## src/rtl/i2c_pkg.sv

```systemverilog
// i2c_pkg: shared FSM state encoding and bus-level constants for the I2C burst master.
package i2c_pkg;
  typedef enum logic [3:0] {
    S_IDLE, S_START, S_ADDR, S_AACK, S_WBYTE, S_WACK, S_RBYTE, S_RACK, S_STOP, S_DONE
  } state_t;
  localparam logic RW_WRITE = 1'b0;
  localparam logic RW_READ  = 1'b1;
  localparam logic ACK      = 1'b0;
  localparam logic NACK     = 1'b1;
endpackage

```

## src/rtl/i2c_tick_gen.sv

```systemverilog
// i2c_tick_gen: free-running divider that pulses tick every CLK_DIV clocks while enabled.
module i2c_tick_gen #(
  parameter int CLK_DIV = 250
) (
  input  logic clk,
  input  logic rst_n,
  input  logic en,
  output logic tick
);
  localparam int W = $clog2(CLK_DIV);
  logic [W-1:0] cnt;
  assign tick = en && (cnt == W'(CLK_DIV - 1));
  always_ff @(posedge clk or negedge rst_n)
    if (!rst_n) cnt <= '0;
    else        cnt <= (!en || tick) ? '0 : cnt + 1'b1;
endmodule

```

## src/rtl/i2c_master_burst.sv

```systemverilog
// i2c_master_burst: I2C master doing multi-byte burst reads/writes with ACK checking and open-drain SCL/SDA enables.
module i2c_master_burst
  import i2c_pkg::*;
#(
  parameter int CLK_DIV = 250,
  parameter int LEN_W   = 4
) (
  input  logic             clk,
  input  logic             rst_n,
  input  logic             start,
  input  logic             rw,
  input  logic [6:0]       addr,
  input  logic [LEN_W-1:0] len,
  input  logic [7:0]       tx_data,
  input  logic             tx_valid,
  output logic             tx_ready,
  output logic [7:0]       rx_data,
  output logic             rx_valid,
  output logic             busy,
  output logic             done,
  output logic             nack_err,
  output logic             scl_oe,
  output logic             sda_oe,
  input  logic             sda_in
);
  state_t           state, state_n;
  logic [1:0]       ph, ph_n;
  logic [2:0]       bitn, bitn_n;
  logic [LEN_W-1:0] cnt, cnt_n;
  logic [7:0]       sh, sh_n, rxd_n;
  logic             rw_q, rw_n, smp, smp_n, loaded, loaded_n, nack_n, rxv_n;
  logic             scl_n, sda_n, tick, wait_tx;

  i2c_tick_gen #(.CLK_DIV(CLK_DIV)) u_tick (.clk(clk), .rst_n(rst_n), .en(busy), .tick(tick));

  assign busy     = !(state == S_IDLE || state == S_DONE);
  assign done     = state == S_DONE;
  // SCL stays low in P0 of bit 7 until a write byte has been handed over
  assign wait_tx  = state == S_WBYTE && bitn == 3'd7 && ph == 2'd0 && !loaded;
  assign tx_ready = wait_tx && tx_valid;

  always_comb begin
    state_n  = state;
    ph_n     = ph;
    bitn_n   = bitn;
    cnt_n    = cnt;
    sh_n     = sh;
    rw_n     = rw_q;
    smp_n    = smp;
    loaded_n = loaded;
    nack_n   = nack_err;
    rxd_n    = rx_data;
    rxv_n    = 1'b0;
    if (tx_ready) begin
      sh_n     = tx_data;
      loaded_n = 1'b1;
    end
    if (!busy) begin
      state_n = start ? S_START : S_IDLE;
      if (start) begin
        ph_n   = '0;
        sh_n   = {addr, rw};
        rw_n   = rw;
        cnt_n  = len;
        nack_n = 1'b0;
      end
    end else if (tick && !wait_tx) begin
      ph_n     = ph + 2'd1;
      loaded_n = 1'b0;
      case (state)
        S_START: if (ph == 2'd2) begin
          state_n = S_ADDR;
          ph_n    = '0;
          bitn_n  = 3'd7;
        end
        S_STOP: if (ph == 2'd2) state_n = S_DONE;
        S_ADDR, S_WBYTE, S_RBYTE: begin
          if (ph == 2'd2 && state == S_RBYTE) begin
            sh_n = {sh[6:0], sda_in};
            if (bitn == 3'd0) begin
              rxd_n = {sh[6:0], sda_in};
              rxv_n = 1'b1;
            end
          end
          // bitn wraps back to 7 here, ready for the next byte after the ACK slot
          if (ph == 2'd3) begin
            bitn_n = bitn - 3'd1;
            if (state != S_RBYTE) sh_n = {sh[6:0], 1'b0};
            if (bitn == 3'd0)
              state_n = state == S_ADDR ? S_AACK : state == S_WBYTE ? S_WACK : S_RACK;
          end
        end
        default: begin
          if (ph == 2'd2) smp_n = sda_in;
          if (ph == 2'd3) begin
            if (state != S_RACK && smp == NACK) begin
              nack_n  = 1'b1;
              state_n = S_STOP;
            end else if (state == S_AACK) begin
              state_n = rw_q == RW_READ ? S_RBYTE : S_WBYTE;
            end else if (cnt == '0) begin
              state_n = S_STOP;
            end else begin
              cnt_n   = cnt - 1'b1;
              state_n = state == S_WACK ? S_WBYTE : S_RBYTE;
            end
          end
        end
      endcase
    end
  end

  // Pin enables are registered from the next state so the pads never see decode glitches
  always_comb begin
    scl_n = 1'b0;
    sda_n = 1'b0;
    case (state_n)
      S_START: begin
        scl_n = ph_n == 2'd2;
        sda_n = ph_n != 2'd0;
      end
      S_STOP: begin
        scl_n = ph_n == 2'd0;
        sda_n = ph_n != 2'd2;
      end
      S_ADDR, S_WBYTE: begin
        scl_n = ph_n == 2'd0 || ph_n == 2'd3;
        sda_n = !sh_n[7];
      end
      S_RACK: begin
        scl_n = ph_n == 2'd0 || ph_n == 2'd3;
        sda_n = cnt_n != '0;
      end
      S_AACK, S_WACK, S_RBYTE: scl_n = ph_n == 2'd0 || ph_n == 2'd3;
      default: ;
    endcase
  end

  always_ff @(posedge clk or negedge rst_n) begin
    if (!rst_n) begin
      state    <= S_IDLE;
      ph       <= '0;
      bitn     <= '0;
      cnt      <= '0;
      sh       <= '0;
      rw_q     <= 1'b0;
      smp      <= 1'b0;
      loaded   <= 1'b0;
      nack_err <= 1'b0;
      rx_data  <= '0;
      rx_valid <= 1'b0;
      scl_oe   <= 1'b0;
      sda_oe   <= 1'b0;
    end else begin
      state    <= state_n;
      ph       <= ph_n;
      bitn     <= bitn_n;
      cnt      <= cnt_n;
      sh       <= sh_n;
      rw_q     <= rw_n;
      smp      <= smp_n;
      loaded   <= loaded_n;
      nack_err <= nack_n;
      rx_data  <= rxd_n;
      rx_valid <= rxv_n;
      scl_oe   <= scl_n;
      sda_oe   <= sda_n;
    end
  end
endmodule

```

## config.mk

```make
export PLATFORM = sky130hd
export DESIGN_NAME = i2c_master_burst
export DESIGN_NICKNAME = d
export VERILOG_FILES = /design/src/rtl/i2c_pkg.sv /design/src/rtl/i2c_tick_gen.sv /design/src/rtl/i2c_master_burst.sv
export SDC_FILE = /design/constraint.sdc
export NUM_CORES = 1
export LEC_CHECK = 0
export BUFFER_PORTS_ARGS = -buffer_cell sky130_fd_sc_hd__buf_2
export CORE_ASPECT_RATIO = 1.75
export CORE_MARGIN = 1
export CORE_UTILIZATION = 52
export DETAILED_ROUTE_END_ITERATION = 12
export MAX_ROUTING_LAYER = met4
export PLACE_DENSITY = 0.77
export SLEW_MARGIN = 20
export SYNTH_ARGS = -nofsm -noshare
export SYNTH_HDL_FRONTEND = slang
export SYNTH_SLANG_ARGS = --single-unit
```

## constraint.sdc

```tcl
create_clock -name clk -period 2.44 [get_ports clk]
set_input_delay 0.488 -clock clk [delete_from_list [all_inputs] [get_ports clk]]
set_output_delay 0.488 -clock clk [all_outputs]
set_load 0.02 [all_outputs]
```

## Yosys cells after proc, flatten, opt, wreduce, memory -nomap -nowiden

Cells that the tools add are included.
W data, S select, Z words.

- Bits in registers: 44
- Bits of input ports: 25
- Output and inout port bits: 15

- Add/subtract/negate cells: 4
- Equality and inequality tests: 29
- Mux-type cells: 57
- Bitwise gates (word level): 2
- Reduce and logical (&&, ||, !) cells: 35

Operator list:

| cell | count |
|---|---|
| $mux W4 | 18 |
| $mux W8 | 9 |
| $eq A4 B3 Y1 const B | 7 |
| $eq A4 B2 Y1 const B | 4 |
| $mux W2 | 8 |
| $mux W1 | 15 |
| $reduce_and A5 Y1 | 3 |
| $eq A4 B4 Y1 const B | 3 |
| $pmux W4 S3 | 1 |
| $reduce_bool A2 Y1 | 5 |
| $mux W3 | 3 |
| $add A8 B1 Y8 const B | 1 |
| $eq A2 B2 Y1 const B | 4 |
| $eq A4 B1 Y1 const B | 2 |
| $eq A8 B8 Y1 const B | 1 |
| $logic_and A1 B1 Y1 | 8 |
| $logic_not A4 Y1 | 2 |
| $ne A2 B2 Y1 const B | 4 |
| $ne A4 B3 Y1 const B | 2 |
| $pmux W3 S2 | 1 |
| $reduce_or A6 Y1 | 1 |
| $reduce_or A5 Y1 | 1 |
| $logic_not A1 Y1 | 4 |
| $logic_not A2 Y1 | 2 |
| other kinds (15) | 18 |

## Depth between registers and ports, before layout

Gate-level depths: netlist of run 1.

- Word-level depth: 14
- Mapped depth: 13
- Depth with buffers taken out: 13

## Modules after synthesis

Synthesis of run 1 repeated with hierarchy kept, for this count alone.

- Cell total of the unflattened synthesis: 292
- Area total of the unflattened synthesis: 2866.5 µm²

Modules (own cells, without submodules):

| module | times used | cells an instance | area each (µm²) | sequential area each (µm²) |
|---|---|---|---|---|
| i2c_master_burst | 1 | 249 | 2413.6 | 900.9 |
| i2c_tick_gen | 1 | 43 | 452.9 | 200.2 |

## Worst setup path after synthesis of run 1

OpenSTA, ideal clock, no wires.

- Kind: register to register
- Start point: reg state[3]
- End point: reg sda_oe
- Setup time: 0.095 ns
- Arrival: 2.360 ns
- Setup slack: -0.015 ns
- Cell stages (with the launch flop): 9
- Buffers on the path: 0
- Cell sequence: dfrtp_1 xnor2_1 a2111oi_4 nand2_1 a311oi_1 a31oi_1 ha_1 or4_1 o31ai_1

- Cells in the longest elaborated chain, start to end: 14

Ends and longest elaborated chain:

| what | RTL line | source |
|---|---|---|
| start, declared | i2c_master_burst.sv:26 | `state_t state, state_n;` |
| start signal, assigned | i2c_master_burst.sv:155 | `state <= state_n;` |
| branches (longest 13 deep; another with $eq A4 B3 Y1) | n/a |  |
| $pmux W1 S4 * | i2c_master_burst.sv:117 | `case (state_n)` |
| net sda_n | i2c_master_burst.sv:32 | `logic scl_n, sda_n, tick, wait_tx;` |
| end signal, assigned | i2c_master_burst.sv:167 | `sda_oe <= sda_n;` |
| end, declared | i2c_master_burst.sv:23 | `output logic sda_oe,` |

Mark *: on every way through the listed nets, which the timed path passes.
A chain may end at the register's enable or synchronous reset.

## Final worst setup path of run 1

- Start point: reg state[0]
- End point: reg sda_oe

RTL lines:

| what | RTL line | source |
|---|---|---|
| branches (longest 7 deep; another with $eq A4 B2 Y1) | n/a |  |
| $mux W4 * | i2c_master_burst.sv:58 | `if (!busy) begin` |
| net cnt_n[0] | i2c_master_burst.sv:29 | `logic [LEN_W-1:0] cnt, cnt_n;` |
| $reduce_bool A4 Y1 * | i2c_master_burst.sv:132 | `sda_n = cnt_n != '0;` |
| $pmux W1 S4 * | i2c_master_burst.sv:117 |  |
| net sda_n | i2c_master_burst.sv:32 |  |

Marked as above.

==> flow_metrics.py, run 1 <==
metrics = {
    "pwr": {
        "powerDensity_nw_per_um2": 712,
        "leakagePower_uw": 0.00165,
        "ir_drop_mv": 0.924,
    },
    "status": {
        "status": "finished, violations left",
        "violations": "negative setup slack",
    },
    "floorplan": {
        "start_util_pct": 54.1,
        "die_width_um": 56.4,
        "io-pin-count": 40,
        "die_area_um2": 5490,
        "die-height_um": 97.2,
        "num_rows": 34,
        "core_um2": 4980,
    },
    "grt": {
        "top_usage_layer": "met2",
        "grt_first_pass_wirelength_mm": 11.8,
        "grt_start_max_net_pins": 27,
        "antenna_found_initial": 0,
        "track_usage_pct": 28.1,
        "met3_usage_pct": 3.99,
        "grtUsageMet2_pct": 51.6,
        "grt_pass1_vias": 2640,
        "grt_use_met1_pct": 27.5,
        "grt-ovfl-total": 0,
    },
    "worst_setup_path": {
        "critPathCaptureType": "register",
        "reg2reg_from": "state[0]",
        "path_buf_inv": 2,
        "cpPeakStageDelay_ns": 0.54,
        "crit_slowest_cell": "or4_4",
        "arrival_ns": 2.68,
        "setup.reg_to_reg.worst_slack_ns": -0.05,
        "startpoint": "state[0]",
        "worstPathMaxFanout": 8,
        "cp_num_cells": 9,
        "r2r-end": "sda_oe",
        "path_delay_family": "compound AO/OA/AOI/OAI gates",
        "worst-setup-path-type": "register to register",
        "path_cells": "buf_6, buf_12, nand4b_1, o311ai_4, a31o_1, o221a_1, or4_4, a221oi_2, o31ai_1",
        "startpoint_type": "register",
        "required_ns": 2.63,
        "r2r_cells": 9,
        "endpoint": "sda_oe",
    },
    "logic_synthesis": {
        "synth_edf_count": 0,
        "synth_compound_area_share_pct": 16.6,
        "synth_top_family_by_area": "simple AND/OR/NAND/NOR gates",
        "syn-num-nets": 309,
        "syn_avg_cell_area_um2": 9.76,
        "ys_async_sr_fraction_pct": 100,
        "synthCells": 276,
        "synth_adder_area_share_pct": 3.71,
        "ys.flop_type": "dfrtp_1",
        "yosysWarnings": 0,
        "yosys-mux-area-fraction_pct": 8.59,
        "synth_xor_area_share_pct": 2.60,
        "synth_simple_gate_area_share_pct": 22.5,
        "yosysSeqAreaShare_pct": 40.9,
        "netlist_area_um2": 2700,
        "ys_ff_latch": 44,
        "synth.distinct_cells": 65,
    },
    "layout": {
        "layout.nets": 393,
        "fill_cells": 383,
        "drive_gt1_share_pct": 40.2,
        "layout_common_cells": "buf_4 (50), dfrtp_1 (41), buf_2 (39)",
        "layout_commonest_cell": "buf_4",
        "layout.cells.non_filler": 415,
        "multiInputGateArea_um2": 1570,
        "register_area_um2": 1100,
        "antenna_cells": 0,
        "area_growth_pct": 31.6,
    },
    "clocking": {
        "htree_num_levels": 2,
        "cts_tree": "built",
        "cts_num_sinks": 44,
        "worstSkewPairLatency_ns": 0.30,
        "clk_path_buf_depth": 2,
        "cts_root_buf": "clkbuf_8",
        "numCtsBuffers": 5,
        "clk_pin_slew_ns": 0.09,
    },
    "timing": {
        "slew_viol_final": 0,
        "max_freq_ghz": 0.402,
        "setup_ws_ns": -0.0505,
        "min_period_ns": 2.49,
        "rsz0062_at_grt": "yes",
        "fin_skew_ns": 0.0110,
        "finalHoldViolations": 0,
        "finalSetupViolCount": 1,
        "worstMarginPinSlew_ns": 0.465,
        "max_slew_margin_pct": 69.0,
        "period_share_pct": 102,
    },
    "placement": {
        "dp.cells": 400,
        "place.gp.congestion": 0.951,
        "port_buffers": 39,
        "dp_hpwl_mm": 5.49,
        "pre_cts_ws_ns": -0.0766,
    },
    "detailed_routing": {
        "vias": 2494,
        "wl_per_cell_um": 17.5,
        "routed_wl_mm": 7.28,
        "drc": 0,
        "via_per_inst": 6.01,
        "first_iter_violations": 57,
        "firstDrtPassIters": 4,
        "ant_nets": 0,
    },
    "hold_path": {
        "hp-class": "primary input to async pin",
    },
    "run": {
        "drv_cap": 0,
    },
}
[worst register-to-register path, stage by stage, from the launching register on]
cell	delay (ns)
dfrtp_2	0.48
buf_6	0.16
buf_12	0.13
nand4b_1	0.14
o311ai_4	0.13
a31o_1	0.26
o221a_1	0.23
or4_4	0.54
a221oi_2	0.22
o31ai_1	0.09
[cells by family after synthesis]
kind of cell,Yosys count
xor+xnor,8
compound gates,57
fa+ha+maj,8
buf+inv,32
mux,22
flops,44
simple gates,105
[per-layer routing]
layer	up-vias	share of wire [%]	wire [µm]
met5	-	0	0
met4	0	4.8	348
met3	29	3.3	238
met2	88	56	4100
met1	1205	36	2590
li1	1172	-	-
[flip-flops by register name, summed over array words and instances (netlist names)]
register,flops
sda_oe,1
state,4
bitn,3
cnt,4
rx_valid,1
rx_data,8
ph,2
smp,1
scl_oe,1
loaded,1
sh,8
rw_q,1
nack_err,1
u_tick.cnt,8
[worst min path at each step]
stage | startpoint | to | depth (start not counted)
6_report | rst_n | cnt[2] | 1
4_1_cts | rst_n | nack_err | 1
2_1_floorplan | rst_n | bitn[0] | 0
3_5_place_dp | rst_n | nack_err | 1
3_3_place_gp | nack_err | nack_err | 2
5_1_grt | rst_n | cnt[1] | 1
[cell type report]
type                       instances  area share, %
inverter                          16           1.69
clock inverter                     3           1.31
tap                               54           1.90
clock buffer                       5           1.94
timing repair buffer              93           17.8
sequential                        44           31.1
multi-input combinational        200           44.2
[through the flow]
stage	utilization, %	setup TNS, ns	hold slack [ns]	instance area [µm²]	total power, µW
floorplan	-	0	0.192	2700	1450
global placement	65.4	-0.0376	0.462	3250	1780
detailed placement	65.4	-0.0766	0.467	3250	1800
CTS	69.6	-0.0196	0.145	3470	2460
global route	71.3	-0.228	0.157	3550	2660
finish	71.3	-0.0505	0.126	3550	2530
[report_power, final]
part           switching, µW  total, µW  leakage, µW  internal [µW]
Combinational            479        943      0.00102            464
Clock                    275        584    0.0000548            309
Sequential               135        999     0.000575            864
Total                    889       2530      0.00165           1640
[Yosys cell counts (all sizes together) (3+ instances only)]
| library cell | number | area share (%) |
|---|---|---|
| a21oi | 7 | 1.3 |
| nand2b | 3 | 0.70 |
| buf | 8 | 1.8 |
| nand4 | 5 | 1.7 |
| xnor2 | 5 | 1.6 |
| or2 | 3 | 0.70 |
| mux2 | 9 | 3.8 |
| xor2 | 3 | 0.98 |
| nor3 | 10 | 2.0 |
| nand3 | 7 | 1.3 |
| a221oi | 4 | 1.5 |
| and2 | 3 | 0.70 |
| dfrtp | 44 | 41 |
| clkbuf | 8 | 1.1 |
| nor2b | 7 | 1.6 |
| a31oi | 7 | 1.6 |
| and3 | 4 | 1.1 |
| nor3b | 3 | 0.84 |
| nand2 | 24 | 3.3 |
| mux2i | 13 | 4.8 |
| o2111ai | 3 | 0.98 |
| inv | 16 | 2.2 |
| o21ai | 8 | 1.5 |
| nor2 | 21 | 3.0 |
| ha | 8 | 3.7 |
| a22oi | 6 | 1.7 |
[timing repair]
action                     in CTS  in global routing
pin swaps                       9                 10
setup endpoints to repair       1                  2
gates resized for setup        12                 15
gates cloned                    0                  0
setup buffers                   5                  2
hold buffers                    0                  0
No activity file was read; power rests on OpenSTA's default activity.
==> inputs of run 2 (changes only) <==
--- a/config.mk
+++ b/config.mk
@@ -12,6 +12,7 @@
 export DETAILED_ROUTE_END_ITERATION = 12
 export MAX_ROUTING_LAYER = met4
 export PLACE_DENSITY = 0.77
+export RECOVER_POWER = 50
 export SLEW_MARGIN = 20
 export SYNTH_ARGS = -nofsm -noshare
 export SYNTH_HDL_FRONTEND = slang
==> run 2 against run 1 <==
  * The run still ends with negative setup slack left
  * Non-clock buffer count stayed put
  * Count of clock-buffer cells in the layout unchanged
  * Cell area decreased by 0.32%
  * First-iteration DRC count is the same
  * Combinational power is essentially flat
  * Worst hold slack improved by 0.24 ns
  * Worst setup slack hardly changed
  * Core utilization down 0.23 points
  * Routed wire length about the same
  * Fmax barely moved
  * Cell count unchanged
  * Flip-flop and latch count is the same
  * Critical path type unchanged
  * Largest power group unchanged
==> flow_metrics.py, run 2 (same netlist as run 1, synthesis figures left out) <==
metrics = {
    "status": {
        "status": "finished, violations left",
        "violations": "negative setup slack",
    },
    "pwr": {
        "leakagePower_uw": 0.00162,
        "powerDensity_nw_per_um2": 714,
        "ir_drop_mv": 0.924,
    },
    "placement": {
        "pre_cts_ws_ns": -0.0766,
        "dp_hpwl_mm": 5.49,
        "place.gp.congestion": 0.951,
        "port_buffers": 39,
    },
    "floorplan": {
        "num_rows": 34,
        "die-height_um": 97.2,
        "core_um2": 4980,
        "start_util_pct": 54.1,
        "die_area_um2": 5490,
        "die_width_um": 56.4,
        "io-pin-count": 40,
    },
    "detailed_routing": {
        "via_per_inst": 6.02,
        "firstDrtPassIters": 4,
        "drc": 0,
        "wl_per_cell_um": 17.5,
        "routed_wl_mm": 7.28,
        "ant_nets": 0,
        "vias": 2498,
        "first_iter_violations": 57,
    },
    "layout": {
        "drive_gt1_share_pct": 38.2,
        "antenna_cells": 0,
        "layout.nets": 393,
        "layout_common_cells": "buf_4 (49), dfrtp_1 (41), buf_2 (32)",
        "reg_top3": "rx_data (8), sh (8), u_tick.cnt (8)",
        "area_growth_pct": 31.2,
        "layout_commonest_cell": "buf_4",
        "fill_cells": 388,
    },
    "clocking": {
        "cts_root_buf": "clkbuf_8",
        "cts_hold_buffers": 0,
        "numCtsBuffers": 5,
        "cts_num_sinks": 44,
        "cts_tree": "built",
        "worstSkewPairLatency_ns": 0.30,
        "clk_pin_slew_ns": 0.09,
        "clk_path_buf_depth": 2,
        "htree_num_levels": 2,
    },
    "timing": {
        "finalHoldViolations": 0,
        "setup_ws_ns": -0.0508,
        "max_slew_margin_pct": 26.2,
        "min_period_ns": 2.49,
        "max_freq_ghz": 0.401,
        "rsz0062_at_grt": "yes",
        "finalSetupViolCount": 1,
        "worstMarginPinSlew_ns": 1.11,
        "period_share_pct": 102,
        "slew_viol_final": 0,
        "fin_skew_ns": 0.0111,
        "holdWs_ns": 0.367,
    },
    "grt": {
        "grt_pass1_vias": 2640,
        "grt_first_pass_wirelength_mm": 11.8,
        "track_usage_pct": 28.1,
        "grt_start_max_net_pins": 27,
        "antenna_found_initial": 0,
        "grt-ovfl-total": 0,
    },
    "run": {
        "drv_cap": 0,
    },
    "worst_setup_path": {
        "reg2reg_from": "state[0]",
        "worst-setup-path-type": "register to register",
        "required_ns": 2.63,
        "critPathCaptureType": "register",
        "worstPathMaxFanout": 8,
        "startpoint_type": "register",
        "r2r_cells": 9,
        "r2r-end": "sda_oe",
        "setup.reg_to_reg.worst_slack_ns": -0.05,
        "endpoint": "sda_oe",
        "startpoint": "state[0]",
        "arrival_ns": 2.68,
    },
    "hold_path": {
        "hp-class": "primary input to async pin",
    },
}
## run 2: where the power goes
group	total, µW	internal, µW	leakage, µW	switching [µW]
Clock	584	309	0.0000548	275
Sequential	1000	864	0.000575	135
Combinational	942	463	0.000991	479
## run 2: repair_timing
action / CTS / global route
setup buffers: 5 / 2
setup endpoints to repair: 1 / 2
pin swaps: 9 / 10
hold endpoints to repair: 0 / 0
gates cloned: 0 / 0
resized for setup: 12 / 15
## run 2: worst min path at each step
stage              from        to  slack, ns  depth (start not counted)
2_1_floorplan     rst_n   bitn[0]       0.19                          0
3_3_place_gp   nack_err  nack_err       0.46                          2
3_5_place_dp      rst_n  nack_err       0.47                          1
4_1_cts           rst_n  nack_err       0.14                          1
5_1_grt              rw      rw_q       0.44                          3
6_report          rst_n    cnt[2]       0.37                          1
## run 2: stage by stage
stage	cells	total power, µW	cell area (µm²)	utilization, %	setup TNS (ns)
finish	415	2530	3540	71.0	-0.0508
CTS	413	2460	3470	69.6	-0.0196
global route	415	2660	3540	71.0	-0.228
floorplan	276	1450	2700	-	0
detailed placement	400	1800	3250	65.4	-0.0766
global placement	400	1780	3250	65.4	-0.0376
## run 2: routing by layer
metal  part of all wire (%)  GRT usage (%)  vias to the layer above
met4                    4.8           15.0                        0
met3                    3.1           3.99                       29
li1                       -              -                     1172
met1                     36           27.5                     1213
met5                      0              -                        -
met2                     56           51.6                       84
## run 2: final cells by class
class	count	area [µm²]	share of cell area, %
multi-input combinational	200	1570	44.3
sequential	44	1100	31.2
timing repair buffer	93	622	17.6
clock buffer	5	68.8	1.95
tap	54	67.6	1.91
inverter	16	60.1	1.70
clock inverter	3	46.3	1.31
## run 2: worst max-delay path: stages, from the launching register on
cell and delay [ns]:
dfrtp_2 0.48, buf_6 0.16, buf_12 0.13, nand4b_1 0.14, o311ai_4 0.13, a31o_1 0.26, o221a_1 0.23, or4_4 0.54
a221oi_2 0.22, o31ai_1 0.09
